===== config.mk =====
export PLATFORM = sky130hd
export DESIGN_NAME = turn_tracker
export DESIGN_NICKNAME = d
export VERILOG_FILES = /design/src/rtl/turn_tracker.sv
export SDC_FILE = /design/constraint.sdc
export NUM_CORES = 1
export LEC_CHECK = 0
export CORE_AREA = 2 2 85 62
export CTS_CLUSTER_DIAMETER = 30
export DETAILED_ROUTE_END_ITERATION = 10
export DIE_AREA = 0 0 87 64
export GPL_ROUTABILITY_DRIVEN = 1
export HOLD_SLACK_MARGIN = 0.05
export PLACE_DENSITY = 0.81
export SLEW_MARGIN = 5
export SYNTH_ARGS = -nofsm -noshare
export SYNTH_HDL_FRONTEND = slang
export SYNTH_SLANG_ARGS = --single-unit

===== constraint.sdc =====
create_clock -name clk -period 1.95 [get_ports clk]
set_input_delay 0.39 -clock clk [delete_from_list [all_inputs] [get_ports clk]]
set_output_delay 0.39 -clock clk [all_outputs]
set_load 0.03 [all_outputs]

===== src/rtl/turn_tracker.sv =====
// turn_tracker: per-turn phase and action/buy/coin bookkeeping for a deck-building card game.
// Rev 1.0
`default_nettype none

module turn_tracker (
  input  logic       clk,
  input  logic       rst,
  input  logic       start_turn,
  input  logic       play_valid,
  input  logic       play_is_action,
  input  logic [4:0] gold,
  input  logic [2:0] buy,
  input  logic [2:0] action,
  input  logic [2:0] draw,
  input  logic       buy_req,
  input  logic [3:0] buy_cost,
  input  logic       end_phase,
  output logic [1:0] phase,
  output logic [3:0] actions_left,
  output logic [3:0] buys_left,
  output logic [5:0] coins,
  output logic       play_ack,
  output logic       play_nack,
  output logic       buy_ack,
  output logic       buy_nack,
  output logic       draw_req,
  output logic [2:0] draw_count,
  output logic       turn_done
);

  typedef enum logic [1:0] {
    IDLE    = 2'b00,
    ACTION  = 2'b01,
    BUY     = 2'b10,
    CLEANUP = 2'b11
  } state_t;

  state_t     state, state_n;
  logic [3:0] actions_n, buys_n;
  logic [5:0] coins_n;
  logic       play_ack_n, play_nack_n, buy_ack_n, buy_nack_n;
  logic       draw_req_n, turn_done_n;
  logic [2:0] draw_count_n;

  // Saturating sums; the action sum is only used when actions_left > 0.
  logic [4:0] act_sum;
  logic [4:0] buy_sum;
  logic [6:0] coin_sum;
  logic [3:0] act_sat, buy_sat;
  logic [5:0] coin_sat;
  logic       can_buy;

  assign act_sum  = {1'b0, actions_left} + {2'b00, action} - 5'd1;
  assign buy_sum  = {1'b0, buys_left} + {2'b00, buy};
  assign coin_sum = {1'b0, coins} + {2'b00, gold};
  assign act_sat  = (act_sum > 5'd15) ? 4'd15 : act_sum[3:0];
  assign buy_sat  = (buy_sum > 5'd15) ? 4'd15 : buy_sum[3:0];
  assign coin_sat = (coin_sum > 7'd63) ? 6'd63 : coin_sum[5:0];
  assign can_buy  = (buys_left != 4'd0) && (coins >= {2'b00, buy_cost});

  assign phase = state;

  always_comb begin
    state_n      = state;
    actions_n    = actions_left;
    buys_n       = buys_left;
    coins_n      = coins;
    play_ack_n   = 1'b0;
    play_nack_n  = 1'b0;
    buy_ack_n    = 1'b0;
    buy_nack_n   = 1'b0;
    draw_req_n   = 1'b0;
    draw_count_n = 3'd0;
    turn_done_n  = 1'b0;

    case (state)
      IDLE: begin
        play_nack_n = play_valid;
        buy_nack_n  = buy_req;
        if (start_turn) begin
          state_n   = ACTION;
          actions_n = 4'd1;
          buys_n    = 4'd1;
          coins_n   = 6'd0;
        end
      end

      ACTION: begin
        if (end_phase) begin
          state_n     = BUY;
          play_nack_n = play_valid;
          buy_nack_n  = buy_req;
        end else if (play_valid) begin
          buy_nack_n = buy_req;
          if (play_is_action && (actions_left != 4'd0)) begin
            play_ack_n = 1'b1;
            actions_n  = act_sat;
            buys_n     = buy_sat;
            coins_n    = coin_sat;
            if (draw != 3'd0) begin
              draw_req_n   = 1'b1;
              draw_count_n = draw;
            end
          end else begin
            play_nack_n = 1'b1;
          end
        end else if (buy_req) begin
          buy_nack_n = 1'b1;
        end
      end

      BUY: begin
        if (end_phase) begin
          // Cleanup outputs are produced on entry so they coincide with phase=CLEANUP.
          state_n      = CLEANUP;
          play_nack_n  = play_valid;
          buy_nack_n   = buy_req;
          turn_done_n  = 1'b1;
          draw_req_n   = 1'b1;
          draw_count_n = 3'd5;
          actions_n    = 4'd0;
          buys_n       = 4'd0;
          coins_n      = 6'd0;
        end else if (play_valid) begin
          buy_nack_n = buy_req;
          if (!play_is_action) begin
            play_ack_n = 1'b1;
            coins_n    = coin_sat;
          end else begin
            play_nack_n = 1'b1;
          end
        end else if (buy_req) begin
          if (can_buy) begin
            buy_ack_n = 1'b1;
            coins_n   = coins - {2'b00, buy_cost};
            buys_n    = buys_left - 4'd1;
          end else begin
            buy_nack_n = 1'b1;
          end
        end
      end

      default: begin
        state_n     = IDLE;
        play_nack_n = play_valid;
        buy_nack_n  = buy_req;
      end
    endcase
  end

  always_ff @(posedge clk) begin
    if (rst) begin
      state        <= IDLE;
      actions_left <= 4'd0;
      buys_left    <= 4'd0;
      coins        <= 6'd0;
      play_ack     <= 1'b0;
      play_nack    <= 1'b0;
      buy_ack      <= 1'b0;
      buy_nack     <= 1'b0;
      draw_req     <= 1'b0;
      draw_count   <= 3'd0;
      turn_done    <= 1'b0;
    end else begin
      state        <= state_n;
      actions_left <= actions_n;
      buys_left    <= buys_n;
      coins        <= coins_n;
      play_ack     <= play_ack_n;
      play_nack    <= play_nack_n;
      buy_ack      <= buy_ack_n;
      buy_nack     <= buy_nack_n;
      draw_req     <= draw_req_n;
      draw_count   <= draw_count_n;
      turn_done    <= turn_done_n;
    end
  end

endmodule

`default_nettype wire

# Word level (Yosys, flattened, before mapping)

Cells that the tools add are included.

Register bits after elaboration: 25
Input bits: 25
Output and inout port bits: 25
Word-level logic and storage cells: 116

$add $sub $neg: 6
Order comparisons: 4
Equality and inequality tests: 14
Multiplexer cells: 66
Bitwise logic cells: 2
Reductions and logical operators: 13

Operators with widths:

| kind                                                                  | count |
|---|---|
| 6-bit two-way mux                                                     | 10 |
| 4-bit two-way mux                                                     | 14 |
| 1-bit two-way mux                                                     | 25 |
| 4-bit case mux with 3 select lines                                    | 2 |
| 6-bit case mux with 3 select lines                                    | 1 |
| 8-bit AND reduction                                                   | 2 |
| 3-bit two-way mux                                                     | 5 |
| 2-bit inequality test (second input constant)                         | 6 |
| 4-bit inequality test (second input constant)                         | 3 |
| 4-bit by 3-bit adder with 5-bit output                                | 2 |
| 5-bit by 4-bit > comparator with 1-bit output (second input constant) | 2 |
| 3-bit inequality test (second input constant)                         | 3 |
| 1-bit case mux with 2 select lines                                    | 4 |
| 4-bit nonzero test                                                    | 2 |
| 6-bit by 5-bit adder with 7-bit output                                | 1 |
| 7-bit by 6-bit > comparator with 1-bit output (second input constant) | 1 |
| 6-bit by 4-bit greater-or-equal comparator with 1-bit output          | 1 |
| 2-bit two-way mux                                                     | 3 |
| 2-bit case mux with 3 select lines                                    | 1 |
| 3-bit case mux with 2 select lines                                    | 1 |
| 6-bit AND reduction                                                   | 1 |
| 3-bit nonzero test                                                    | 2 |
| 6-bit by 4-bit subtractor with 6-bit output                           | 1 |
| 5-bit OR reduction                                                    | 1 |
| other kinds (9)                                                       | 11 |

# Longest topological paths before layout

Depth in word-level cells: 8
Depth in mapped cells: 9
Mapped depth without buffers: 9

# Worst setup path after synthesis

No wires, ideal clock.

Kind: register -> register
Start point: register coins[0]
End point: register coins[0]
Library setup time: 117 ps
Arrival time: 2046 ps
Data required time: 1833 ps
Path slack: -213 ps
Cell stages (with the launch flop): 8
Buffers on the path: 0
Period minus slack after synthesis: 2163 ps
Cells stage by stage: dfxtp_1 ha_1 fa_1 a21o_1 a221oi_2 nor2b_1 o22ai_1 a32o_1

Longest elaborated chain between the ends: 7
Elaborated cells on any way between the ends: 17
Classes of those cells: add/sub (2); order compare (2); eq/ne (1); mux (10); reduce/logical (2)

RTL lines:

| element                                       | line    | source |
|---|---|---|
| start, declared                               | 21      | `output logic [5:0] coins,` |
| start signal, assigned                        | 168     | `coins <= coins_n;` |
| 6-bit by 5-bit adder with 7-bit output        | 55      | `assign coin_sum = {1'b0, coins} + {2'b00, gold};` |
| 7-bit by 6-bit > comparator with 1-bit output | 58      | `assign coin_sat = (coin_sum > 7'd63) ? 6'd63 : coin_sum[5:0];` |
| 6-bit two-way mux                             | 58      |  |
| 6-bit two-way mux, on equally long branches   | 126, 95 |  |
| 6-bit two-way mux, on equally long branches   | 124, 93 |  |
| 6-bit two-way mux, on equally long branches   | 113, 89 |  |
| 6-bit case mux with 3 select lines            | 76      | `case (state)` |

Several ways; a longest one is shown, not always the timed one. The select of a mux whose other input is x is not followed.
A chain may end at the register's enable or synchronous reset.

# Final worst setup path

Start point: register coins[0]
End point: register coins[3]

The elaborated chain is that of the path after synthesis.

==> flow_metrics.env <==
export IMPL_grt_use_total_pct=23.5
export IMPL_post_place_cells=399
export IMPL_hold_class="reg2reg"
export IMPL_slew_viol_final=0
export IMPL_drive_gt1_share_pct=40.2
export IMPL_syn_num_nets=300
export IMPL_area_delta_synth_final_pct=67.5
export IMPL_drt_first_pass_iters=4
export IMPL_stdcell_count=410
export IMPL_violations="negative setup slack"
export IMPL_finalWorstSetupSlack_ns=-0.0647
export IMPL_critical_path_class="reg2reg"
export IMPL_antenna_cells=0
export IMPL_synth_async_reset_ratio_pct=0
export IMPL_port_buffers=49
export IMPL_wl_per_cell_um=18.4
export IMPL_layout_min_cycle_time_ns=2.01
export IMPL_synth_area_um2=2070
export IMPL_root_buffer="clkbuf_8"
export IMPL_ir_drop_v=0.000738
export IMPL_nets=407
export IMPL_synth_ff_type="dfxtp_1"
export IMPL_rsz0062_at_grt="true"
export IMPL_die_y_um=64
export IMPL_yosysUniqueCellTypes=54
export IMPL_syn_avg_cell_area_um2=8.39
export IMPL_hpwlAfterDp_mm=4.74
export IMPL_drc_errors=0
export IMPL_drtIter0Drc=204
export IMPL_synth_edf_count=0
export IMPL_fin_crit_sh_pct=103
export IMPL_start_util_pct=44.1
export IMPL_antenna_found_initial=0
export IMPL_fillers=307
export IMPL_power_density_nw_per_um2=961
export IMPL_cts_sinks=25
export IMPL_cts_reportedPaths_clkPinSlew_ns=0.09
export IMPL_grt_pass1_vias=2224
export IMPL_synth_cells=247
export IMPL_die_area_um2=5570
export IMPL_antenna_left=0
export IMPL_slew_limit_headroom_pct=64.6
export IMPL_grt_pass1_wl_mm=10.4
export IMPL_cp_max_fo=4
export IMPL_clock_fmax_mhz=496
export IMPL_ioPinCount=50
export IMPL_ys_seq_area_share_pct=24.2
export IMPL_drt_wl_total_mm=7.54
export IMPL_core_area_um2=4700
export IMPL_vias_per_cell=5.88
export IMPL_cts_tree="built"
export IMPL_clock_skew_ns=0.00868
export IMPL_ys_warn_count=0
export IMPL_grt_max_degree=15
export IMPL_tightest_slew_ns=0.527
export IMPL_clk_path_buf_depth=2
export IMPL_worstPathArrival_ns=2.19
export IMPL_routabilityCongestion=0.873
export IMPL_grt_overflow=0
export IMPL_critPathRequiredTime_ns=2.12
export IMPL_numCtsBuffers=3
export IMPL_ys_seq_elements=25
export IMPL_cp_end_kind="flip-flop"
export IMPL_vias=2409
export IMPL_final_core_util_pct=73.8
export IMPL_insertion_delay_ns=0.28
export IMPL_finalHoldViolations=0
export IMPL_htreeDepth=1
export IMPL_die_x_um=87
export IMPL_status="finished, violations left"
export IMPL_setup_viol_count_final=4
export IMPL_hold_slack_ns=0.516
export IMPL_placementRows=21
export IMPL_p_leak_nw=1.44
export IMPL_cap_violations=0
export IMPL_cp_start_kind="flip-flop"
==> critical path, cell delays in order, from the launching register on <==
cell and delay, ns:
dfxtp_4 0.37, ha_4 0.16, fa_2 0.34, a21o_1 0.18, a221oi_2 0.28, buf_4 0.20, o22ai_4 0.08, a31oi_2 0.21
o2bb2ai_2 0.09
==> cell usage after synthesis, types with 6 or more instances <==
| cell type | count | share of area, % |
|---|---|---|
| o21ai_1 | 8 | 1.9 |
| nor2b_1 | 8 | 2.4 |
| ha_1 | 24 | 14 |
| inv_1 | 31 | 5.6 |
| o211ai_1 | 6 | 2.2 |
| dfxtp_1 | 25 | 24 |
| nor2_1 | 13 | 2.4 |
| a21oi_1 | 20 | 4.8 |
| nand2_1 | 13 | 2.4 |
==> final cells by class <==
type | instances | area (um^2) | area share (%)
repair buffers | 108 | 937 | 27.0
well taps | 57 | 71.3 | 2.06
inverters | 31 | 121 | 3.50
multi-input cells | 185 | 1780 | 51.2
flip-flops and latches | 25 | 518 | 14.9
clock buffers | 4 | 45.0 | 1.30
==> power by group <==
part / internal [mW] / switching (mW)
Sequential: 0.595 / 0.0753
Clock: 0.147 / 0.169
Combinational: 1.04 / 1.31
Total: 1.78 / 1.56
==> worst paths after layout <==
kind / startpoint / endpoint / slack, ns / cells past startpoint
setup / recovery: coins[0] / coins[3] / -0.06 / 8
hold / removal: actions_left[0] / actions_left[0] / 0.52 / 2
setup reg to reg: coins[0] / coins[3] / -0.06 / 8
hold reg to reg: actions_left[0] / actions_left[0] / 0.52 / 2
==> cells in the final DEF, fill, tap and decap left out, types with 3 or more instances in the layout <==
cell type        Yosys  layout
ha_4                 0      10
buf_4                0      57
nand4_1              4       4
clkdlybuf4s50_1      0      39
inv_1               31      18
nand2b_1             4       4
dfxtp_1             25      17
nor3_1               5       4
o21ai_0              5       4
o21ai_1              8       7
o22ai_1              4       3
o2bb2ai_2            0       3
o211ai_1             6       6
nor2b_1              8       7
clkbuf_8             0       3
xnor2_1              5       4
fa_2                 0       4
xor2_1               3       3
o2111ai_2            0       5
a21oi_1             20      15
inv_2                0      11
dfxtp_4              0       3
nand2_1             13      12
nor2_1              13      13
ha_1                24      12
dlygate4sd2_1        0       7
and3b_1              3       3
a21o_1               5       5
a21oi_2              5       9
dfxtp_2              0       5
==> cells by family (layout without fill, tap and decap cells) <==
family                   Yosys count  in the layout  share of synthesized area (%)
AO/OA/AOI/OAI                     86             86                           30.1
AND/OR/NAND/NOR                   62             62                           16.3
buffers and inverters             37            143                           7.25
adder cells (fa/ha/maj)           28             28                           18.4
flip-flops                        25             25                           24.2
XOR/XNOR                           8              8                           3.38
multiplexers                       1              1                          0.483
==> timing repair <==
item / 4_1_cts / 5_1_grt
endpoints found under the hold margin: 0 / 0
buffers inserted: 4 / 4
pin swaps: 26 / 25
hold buffers: 0 / 0
resized for setup: 51 / 33
setup endpoints to repair: 14 / 14
==> through the flow <==
step	instance area (um^2)	setup TNS, ns	setup WS, ns	power (mW)
global route	3470	-0.600	-0.0982	3.50
floorplan	2100	-0.0696	-0.0696	1.81
finish	3470	-0.124	-0.0647	3.34
detailed placement	3020	-6.93	-0.533	2.55
CTS	3290	0	0.00429	3.04
global placement	3020	-6.14	-0.475	2.49
==> metal layers <==
metal | global-route usage [%] | share of wire (%) | up-vias | wire length, um
met5 | 0 | 0 | - | 0
met4 | 7.42 | 2.4 | 0 | 182
met3 | 4.91 | 6.8 | 21 | 511
met1 | 32.8 | 44 | 1149 | 3330
met2 | 36.1 | 47 | 132 | 3520
li1 | - | - | 1107 | -
==> sequential cells by signal, summed over array words and instances (netlist names) <==
signal,cells
coins,6
play_ack,1
actions_left,4
play_nack,1
turn_done,1
draw_count,3
buy_nack,1
draw_req,1
buy_ack,1
phase,2
buys_left,4
(Power assumes the default switching activity.)
